==> src/rtl/seq_divider16_pkg.sv <==
// ---------------------------------------------------------------------------
// seq_divider16_pkg
//   Shared ALU definitions for the sequential restoring divider.
//   - DIV_WIDTH   : default operand/quotient/remainder width
//   - DIV_CW      : default iteration counter width (2^DIV_CW > DIV_WIDTH)
//   - div_state_t : divider control state encoding
//   - DZ_QUOTIENT : quotient reported on divide-by-zero (all ones)
// ---------------------------------------------------------------------------
package seq_divider16_pkg;

   localparam int DIV_WIDTH = 16;
   localparam int DIV_CW    = 5;

   typedef enum logic [1:0] {
      IDLE   = 2'd0,
      RUN    = 2'd1,
      FINISH = 2'd2
   } div_state_t;

   localparam logic [DIV_WIDTH-1:0] DZ_QUOTIENT = '1;

endpackage

==> src/rtl/borrow_sub17.sv <==
// ---------------------------------------------------------------------------
// borrow_sub17
//   Combinational N-bit ripple-borrow subtractor, one full-subtractor per bit,
//   mirroring the full-adder chain of the adder datapath.
//   Ports:
//     minuend    in  N  left operand
//     subtrahend in  N  right operand
//     diff       out N  minuend - subtrahend (mod 2^N)
//     borrow_out out 1  set when subtrahend > minuend
// ---------------------------------------------------------------------------
module borrow_sub17 #(
   parameter int N = 17
) (
   input  logic [N-1:0] minuend,
   input  logic [N-1:0] subtrahend,
   output logic [N-1:0] diff,
   output logic         borrow_out
);

   logic [N:0] borrow;

   assign borrow[0] = 1'b0;

   generate
      for (genvar gi = 0; gi < N; gi++) begin : g_stage
         assign diff[gi]     = minuend[gi] ^ subtrahend[gi] ^ borrow[gi];
         // Borrow out of a stage: subtrahend bit exceeds minuend bit, or they
         // are equal and a borrow came in from below.
         assign borrow[gi+1] = (~minuend[gi] & subtrahend[gi])
                             | (~(minuend[gi] ^ subtrahend[gi]) & borrow[gi]);
      end
   endgenerate

   assign borrow_out = borrow[N];

endmodule

==> src/rtl/seq_divider16.sv <==
// ---------------------------------------------------------------------------
// seq_divider16
//   Multi-cycle unsigned restoring divider, one quotient bit per clock,
//   MSB first. Divide-by-zero is detected at start and answered in one step.
//   Ports:
//     clk         in  1      rising-edge clock
//     rst         in  1      synchronous active-high reset
//     start       in  1      request, sampled only while busy=0
//     dividend    in  WIDTH  numerator, latched at accepted start
//     divisor     in  WIDTH  denominator, latched at accepted start
//     busy        out 1      operation in progress
//     done        out 1      one-cycle pulse when results update
//     quotient    out WIDTH  result quotient (held)
//     remainder   out WIDTH  result remainder (held)
//     div_by_zero out 1      latched divisor was zero (held)
// ---------------------------------------------------------------------------
module seq_divider16
   import seq_divider16_pkg::*;
#(
   parameter int WIDTH = DIV_WIDTH,
   parameter int CW    = DIV_CW
) (
   input  logic             clk,
   input  logic             rst,
   input  logic             start,
   input  logic [WIDTH-1:0] dividend,
   input  logic [WIDTH-1:0] divisor,
   output logic             busy,
   output logic             done,
   output logic [WIDTH-1:0] quotient,
   output logic [WIDTH-1:0] remainder,
   output logic             div_by_zero
);

   div_state_t       state_q;
   logic [CW-1:0]    cnt_q;
   logic [WIDTH-1:0] rem_q;      // partial remainder (see note on width below)
   logic [WIDTH-1:0] quo_q;      // shifting dividend / quotient register
   logic [WIDTH-1:0] div_q;      // latched divisor
   logic             dz_q;
   logic             busy_q;
   logic             done_q;
   logic [WIDTH-1:0] quotient_q;
   logic [WIDTH-1:0] remainder_q;
   logic             div_by_zero_q;

   // Trial subtraction of the divisor from the shifted partial remainder.
   logic [WIDTH:0]   trial_a;
   logic [WIDTH:0]   trial_diff;
   logic             trial_borrow;
   logic             trial_msb_unused;

   assign trial_a = {rem_q, quo_q[WIDTH-1]};

   borrow_sub17 #(
      .N (WIDTH + 1)
   ) u_sub (
      .minuend    (trial_a),
      .subtrahend ({1'b0, div_q}),
      .diff       (trial_diff),
      .borrow_out (trial_borrow)
   );

   // The partial remainder is always below the divisor, so the next partial
   // remainder (whether restored or subtracted) fits in WIDTH bits and its
   // top bit is always zero; only WIDTH bits are stored.
   assign trial_msb_unused = trial_diff[WIDTH];

   always_ff @(posedge clk) begin
      if (rst) begin
         state_q       <= IDLE;
         cnt_q         <= '0;
         rem_q         <= '0;
         quo_q         <= '0;
         div_q         <= '0;
         dz_q          <= 1'b0;
         busy_q        <= 1'b0;
         done_q        <= 1'b0;
         quotient_q    <= '0;
         remainder_q   <= '0;
         div_by_zero_q <= 1'b0;
      end else begin
         done_q <= 1'b0;
         case (state_q)
            IDLE: begin
               if (start) begin
                  div_q  <= divisor;
                  quo_q  <= dividend;
                  rem_q  <= '0;
                  busy_q <= 1'b1;
                  if (divisor == '0) begin
                     dz_q    <= 1'b1;
                     state_q <= FINISH;
                  end else begin
                     dz_q    <= 1'b0;
                     cnt_q   <= CW'(WIDTH);
                     state_q <= RUN;
                  end
               end
            end
            RUN: begin
               if (!trial_borrow) begin
                  rem_q <= trial_diff[WIDTH-1:0];
                  quo_q <= {quo_q[WIDTH-2:0], 1'b1};
               end else begin
                  rem_q <= trial_a[WIDTH-1:0];
                  quo_q <= {quo_q[WIDTH-2:0], 1'b0};
               end
               cnt_q <= cnt_q - 1'b1;
               if (cnt_q == CW'(1)) begin
                  state_q <= FINISH;
               end
            end
            FINISH: begin
               done_q  <= 1'b1;
               busy_q  <= 1'b0;
               state_q <= IDLE;
               if (dz_q) begin
                  // quo_q still holds the untouched latched dividend.
                  quotient_q    <= DZ_QUOTIENT;
                  remainder_q   <= quo_q;
                  div_by_zero_q <= 1'b1;
               end else begin
                  quotient_q    <= quo_q;
                  remainder_q   <= rem_q;
                  div_by_zero_q <= 1'b0;
               end
            end
            default: begin
               state_q <= IDLE;
               busy_q  <= 1'b0;
            end
         endcase
      end
   end

   assign busy        = busy_q;
   assign done        = done_q;
   assign quotient    = quotient_q;
   assign remainder   = remainder_q;
   assign div_by_zero = div_by_zero_q;

endmodule

==> config.mk <==
export PLATFORM = sky130hd
export DESIGN_NAME = seq_divider16
export DESIGN_NICKNAME = d
export VERILOG_FILES = /design/src/rtl/seq_divider16_pkg.sv /design/src/rtl/borrow_sub17.sv /design/src/rtl/seq_divider16.sv
export SDC_FILE = /design/constraint.sdc
export NUM_CORES = 1
export LEC_CHECK = 0
export BUFFER_PORTS_ARGS = -buffer_cell sky130_fd_sc_hd__buf_2
export CAP_MARGIN = 25
export CELL_PAD_IN_SITES_DETAIL_PLACEMENT = 1
export CELL_PAD_IN_SITES_GLOBAL_PLACEMENT = 1
export CORE_ASPECT_RATIO = 1.5
export CORE_MARGIN = 2
export CORE_UTILIZATION = 45
export DETAILED_ROUTE_END_ITERATION = 7
export PLACE_DENSITY = 0.95
export SLEW_MARGIN = 30
export SYNTH_ARGS = -nofsm -noshare
export SYNTH_HDL_FRONTEND = slang
export SYNTH_SLANG_ARGS = --single-unit
==> constraint.sdc <==
create_clock -name clk -period 17.15 [get_ports clk]
set_clock_uncertainty 0.1 [all_clocks]
set_input_delay 5.145 -clock clk [delete_from_list [all_inputs] [get_ports clk]]
set_output_delay 5.145 -clock clk [all_outputs]
set_load 0.05 [all_outputs]
==> results of run 1 <==
final cells by class:
class | count | area, um2 | area share (%)
clock buffers | 10 | 229.0 | 4.703
inverters | 18 | 67.56 | 1.388
multi-input cells | 343 | 2067 | 42.46
well taps | 110 | 137.6 | 2.827
flip-flops and latches | 91 | 1822 | 37.42
repair buffers | 73 | 395.4 | 8.121
clock inverters | 5 | 150.1 | 3.084
kinds of logic after synthesis:
logic type	synth area share, %
mux	3.872
flops	44.04
fa+ha+maj	8.167
compound gates	15.82
buf+inv	6.291
simple gates	21.81
registers in the layout, summed over array words and instances, names as in the netlist:
signal,count
dz_q,1
quo_q,16
div_by_zero,1
done,1
div_q,16
cnt_q,5
remainder,16
busy,1
rem_q,16
quotient,16
state_q,2
cell usage after synthesis, types with 2 or more instances:
cell type  number
nand2_1        98
dfxtp_1        91
nor2_1         57
a21oi_1        40
nor3_1         35
buf_2          19
a311oi_1       18
inv_1          18
a211oi_1       16
mux2i_1        16
o211ai_1       16
fa_1           15
clkbuf_1       14
buf_4           6
nand2b_1        6
nor4_1          5
ha_1            3
and2_1          2
nor2b_1         2
worst min-delay path, stage by stage, from the launching register on:
cell     delay, ps
dfxtp_1        310
nand2_1         50
a21oi_1         50
worst paths after layout:
| check | startpoint | to | cells after the start |
|---|---|---|---|
| max reg2reg | quo_q[15] | rem_q[15] | 21 |
| min | div_by_zero | div_by_zero | 2 |
| min reg2reg | div_by_zero | div_by_zero | 2 |
| max | quo_q[15] | rem_q[15] | 21 |
metal layers:
layer  up-vias  wire length [um]  global-route usage [%]
met1      1838              4761                   28.38
met3        30               400                   3.795
met4         0               352                   12.71
li1       1773                 -                       -
met5         -                 0                       0
met2        93              6441                   44.81
metrics by stage:
step	cell area (um2)	power, mW	cells	hold slack [ps]	utilization (%)
final	4868	0.6687	650	366.6	54.82
after global routing	4868	0.6995	650	408.3	54.82
after CTS	4838	0.6705	649	374.1	54.48
after detailed placement	4459	0.4099	634	358.2	50.21
after global placement	4459	0.3960	634	344.2	50.21
after floorplan	4136	0.3709	491	340.0	-
where the power goes:
| group | total (mW) | internal [mW] | leakage (nW) | switching (mW) |
|---|---|---|---|---|
| combinational | 0.162 | 0.0560 | 0.918 | 0.106 |
| sequential | 0.253 | 0.232 | 0.744 | 0.0219 |
| clock | 0.254 | 0.171 | 0.183 | 0.0823 |
==> flow_summary.ini, run 1 <==
[outcome]
status = completed

[drt]
routed_wl_um = 11960
drc = 0
drt_iter0_drc = 173
wl_per_cell_um = 18.40
antenna_left = 0
drt-vias-per-instance = 5.745
vias = 3734
dr.pass1.iters = 4

[synthesis]
synth_cell_types = 33
synth_area_leaders = dfxtp_1, nand2_1, fa_1
synth_area_per_cell_um2 = 8.425
seq_area_frac_synth_pct = 44.04
yosysTopAreaCell = dfxtp_1
synthArstFlopShare_pct = 0
yosys_warnings = 0
synth_ff_type = dfxtp_1
synth_top_area_share_pct = 44.04
syn_area_um2 = 4136
synth-seq-cells = 91
synth_nets = 544
syn_inst = 491
synth_enable_flop_cells = 0

[clocking]
hold_buffers = 0
root_buffer = clkbuf_16
clock_latency_ps = 340
clk_pin_slew_ps = 60
clk_path_buf_depth = 2
cts_setup_buffers = 0
cts-resized-gates = 0
cts_made_buffers = 9
cts_tree = built
ctsHtreeMaxLevel = 3
cts_num_sinks = 91

[global_routing]
antenna_found_initial = 0
grt_pass1_wl_um = 19190
grt_pass1_vias = 3952
grt_usage_pct = 25.29
grt_max_degree = 93
gr-total-overflow = 0

[timing]
clock.fmax_mhz = 126.0
fin_tns_setup_ps = 0
setup_viol = 0
setup_ws_ps = 9216
report.final.slew_viol_count = 0
slew_headroom_pct = 36.71
finalHoldViolations = 0
finalCriticalPeriod_ps = 7934
rsz0062_at_grt = no
timing.final.crit_share_pct = 46.26
tightest_slew_ps = 949.3

[floorplanning]
fp.dieH_um = 121.4
die_area_um2 = 9991
pin_count = 70
start_util_pct = 46.58
coreArea_um2 = 8881
rows = 42
die_x_um = 82.28

[power_and_ir_drop]
p_leak_nw = 1.845
ir_drop_mv = 0.07989
power.density_nw_per_um2 = 137.4

[layout]
final_common_cell = nand2_1
fin_nets = 589
antennaDiodeCount = 0
fillers = 1065
drive_above_1_share_pct = 17.41
syn2layout_area_growth_pct = 17.70
final_cell_mix = nand2_1, dfxtp_1, buf_2, nor2_1, a21oi_1

[place]
dp_hpwl_um = 7723
placement.io_buffers = 69
pre_cts_ws_ps = 9010
place_congestion = 0.8421

[flow_run]
cap_violations = 0

[setup_path]
worst_setup_path_start_kind = flop
crit_top_cell = fa_1
path_cells = inv_1 > ha_1 > fa_1 > fa_1 > fa_1 > fa_1 > fa_1 > fa_1 > fa_1 > fa_1 > fa_1 > fa_1 > fa_1 > fa_1 > fa_1 > fa_1 > fa_1 > nand2b_2 > o22ai_1 > a22oi_1 > nor2_1
rrSetupSlack_ps = 9220
endpoint_kind = flop
worst-path-buf-inv = 1
crit_type = flop to flop
crit_fanout = 31
required_ps = 17220
worst_path_max_delay_cell = nand2b_2
slowest_delay_ps = 450
cpLargestDelayFamily = adder cells
arrival_ps = 8010

[hold_path]
min_path_type = flop to flop
No activity file was read; power rests on OpenSTA's default activity.
==> inputs of run 2 (changes only) <==
--- a/config.mk
+++ b/config.mk
@@ -11,9 +11,9 @@
 export CELL_PAD_IN_SITES_GLOBAL_PLACEMENT = 1
 export CORE_ASPECT_RATIO = 1.5
 export CORE_MARGIN = 2
-export CORE_UTILIZATION = 45
+export CORE_UTILIZATION = 38
 export DETAILED_ROUTE_END_ITERATION = 7
-export PLACE_DENSITY = 0.95
+export PLACE_DENSITY = 0.86
 export SLEW_MARGIN = 30
 export SYNTH_ARGS = -nofsm -noshare
 export SYNTH_HDL_FRONTEND = slang
==> constraint.sdc (replaced) <==
create_clock -name clk -period 6.75 [get_ports clk]
set_clock_uncertainty 0.1 [all_clocks]
set_input_delay 2.025 -clock clk [delete_from_list [all_inputs] [get_ports clk]]
set_output_delay 2.025 -clock clk [all_outputs]
set_load 0.05 [all_outputs]
==> flow_summary.ini, run 2 (synthesis results as in run 1) <==
[outcome]
status = complete, but fails checks
violations = setup timing

[setup_path]
endpoint_kind = flop
rr_worst_depth = 23
worst_setup_path_start_kind = flop
r2r_start = quo_q[15]
crit_fanout = 5
crit_type = flop to flop
arrival_ps = 6920
r2r-end = rem_q[12]
rrSetupSlack_ps = -80
required_ps = 6840

[layout]
final_design_area_no_fill_um2 = 5096
drive_above_1_share_pct = 25.05
syn2layout_area_growth_pct = 23.20
final_common_cell = dfxtp_1
final_cell_mix = dfxtp_1, nand2_1, buf_2, nor2_1, a21oi_1
seqCellArea_um2 = 1823
final_core_util_pct = 48.12
multiInputGateArea_um2 = 2192
final_cell_count_no_fill = 695
antennaDiodeCount = 0
fin_nets = 600
fillers = 1320

[timing]
rsz0062_at_grt = yes
report.final.slew_viol_count = 0
slew_headroom_pct = 35.57
timing.final.crit_share_pct = 101.1
setup_ws_ps = -75.99
setup_viol = 12
finalCriticalPeriod_ps = 6826
tightest_slew_ps = 966.5
finalHoldViolations = 0
clock.fmax_mhz = 146.5

[drt]
routed_wl_um = 12430
vias = 3746
drt_iter0_drc = 150
dr.pass1.iters = 4
drc = 0
drt-vias-per-instance = 5.390
antenna_left = 0
wl_per_cell_um = 17.89

[clocking]
cts_tree = built
cts_num_sinks = 91
clk_path_buf_depth = 2
clock_latency_ps = 350
ctsHtreeMaxLevel = 3
root_buffer = clkbuf_16
clk_pin_slew_ps = 60
cts_made_buffers = 9

[flow_run]
cap_violations = 0

[power_and_ir_drop]
ir_drop_mv = 0.1299
p_sw_share_pct = 34.71
seqPwrFrac_pct = 35.7
p_comb_share_pct = 36.7
p_leak_nw = 1.908
p_int_mw = 1.177
switchingPower_mw = 0.6256
power.density_nw_per_um2 = 353.7
p_total_mw = 1.803
p_clk_share_pct = 27.5

[floorplanning]
die_area_um2 = 11750
coreArea_um2 = 10590
rows = 46
die_x_um = 89.19
start_util_pct = 39.06
pin_count = 70
fp.dieH_um = 131.8

[place]
place_congestion = 0.8316
placement.io_buffers = 69
placedCellCount = 674
dpl-instance-area_um2 = 4618
dp_hpwl_um = 7875
pre_cts_ws_ps = -273.9

[hold_path]
min_path_cells = 2
hold_end = div_by_zero
min_path_type = flop to flop
hold_start = div_by_zero

[global_routing]
gr-total-overflow = 0
grt_pass1_wl_um = 20170
grt_pass1_vias = 3925
grt_usage_pct = 22.13
antenna_found_initial = 0
grt_max_degree = 93
==> run 2: critical path: stages (launching register included) <==
cell and delay, ps:
dfxtp_2 340, inv_2 50, ha_4 150, fa_2 330
fa_2 370, fa_2 370, fa_2 360, fa_2 350
fa_2 380, fa_2 360, fa_2 360, fa_2 350
fa_2 350, fa_2 360, fa_2 370, fa_2 350
fa_2 350, fa_2 400, nand2b_4 140, buf_12 110
buf_12 110, nand2_2 50, o211ai_1 120, a21oi_1 90
==> run 2: cell type report <==
class | count | area share, %
inverter | 18 | 1.326
tap | 144 | 3.535
clock inverter | 4 | 1.031
multi-input combinational | 343 | 43.01
timing repair buffer | 84 | 10.75
clock buffer | 11 | 4.567
sequential | 91 | 35.77
==> run 2: power by group through the flow <==
stage | Combinational (mW) | Clock, mW | Sequential [mW]
floorplan | 0.306 | 0 | 0.670
global placement | 0.432 | 0 | 0.648
detailed placement | 0.467 | 0 | 0.652
CTS | 0.621 | 0.499 | 0.642
global route | 0.714 | 0.523 | 0.650
finish | 0.662 | 0.496 | 0.644
==> run 2: through the flow <==
step           hold slack, ps  TNS (ps)
3_5_place_dp            367.7     -4171
2_1_floorplan           340.0         0
6_report                369.4    -603.2
4_1_cts                 376.2    -104.4
3_3_place_gp            343.1     -1788
5_1_grt                 394.5     -2151
==> run 2: worst max-delay path by stage <==
| stage | end | depth (start not counted) | slack, ps | startpoint |
|---|---|---|---|---|
| final | rem_q[12] | 23 | -80 | quo_q[15] |
| after global routing | rem_q[12] | 23 | -180 | quo_q[15] |
| after CTS | rem_q[12] | 23 | -20 | quo_q[15] |
| after detailed placement | rem_q[1] | 22 | -270 | quo_q[15] |
| after global placement | rem_q[6] | 22 | -120 | quo_q[15] |
| after floorplan | rem_q[10] | 22 | 40 | quo_q[15] |
==> run 2: metal layers <==
layer / global-route usage (%) / wire length [um] / vias to the layer above
met1: 26.62 / 5010 / 1851
met2: 38.81 / 6818 / 83
met4: 9.950 / 334 / 0
met5: 0 / 0 / -
li1: - / - / 1790
met3: 1.941 / 269 / 22
==> run 2: repair_timing <==
item / 4_1_cts / 5_1_grt
gates cloned: 2 / 0
pin swaps: 17 / 17
endpoints found under the setup margin: 17 / 17
setup buffers: 3 / 4
hold buffers: 0 / 0
gates resized for setup: 22 / 14
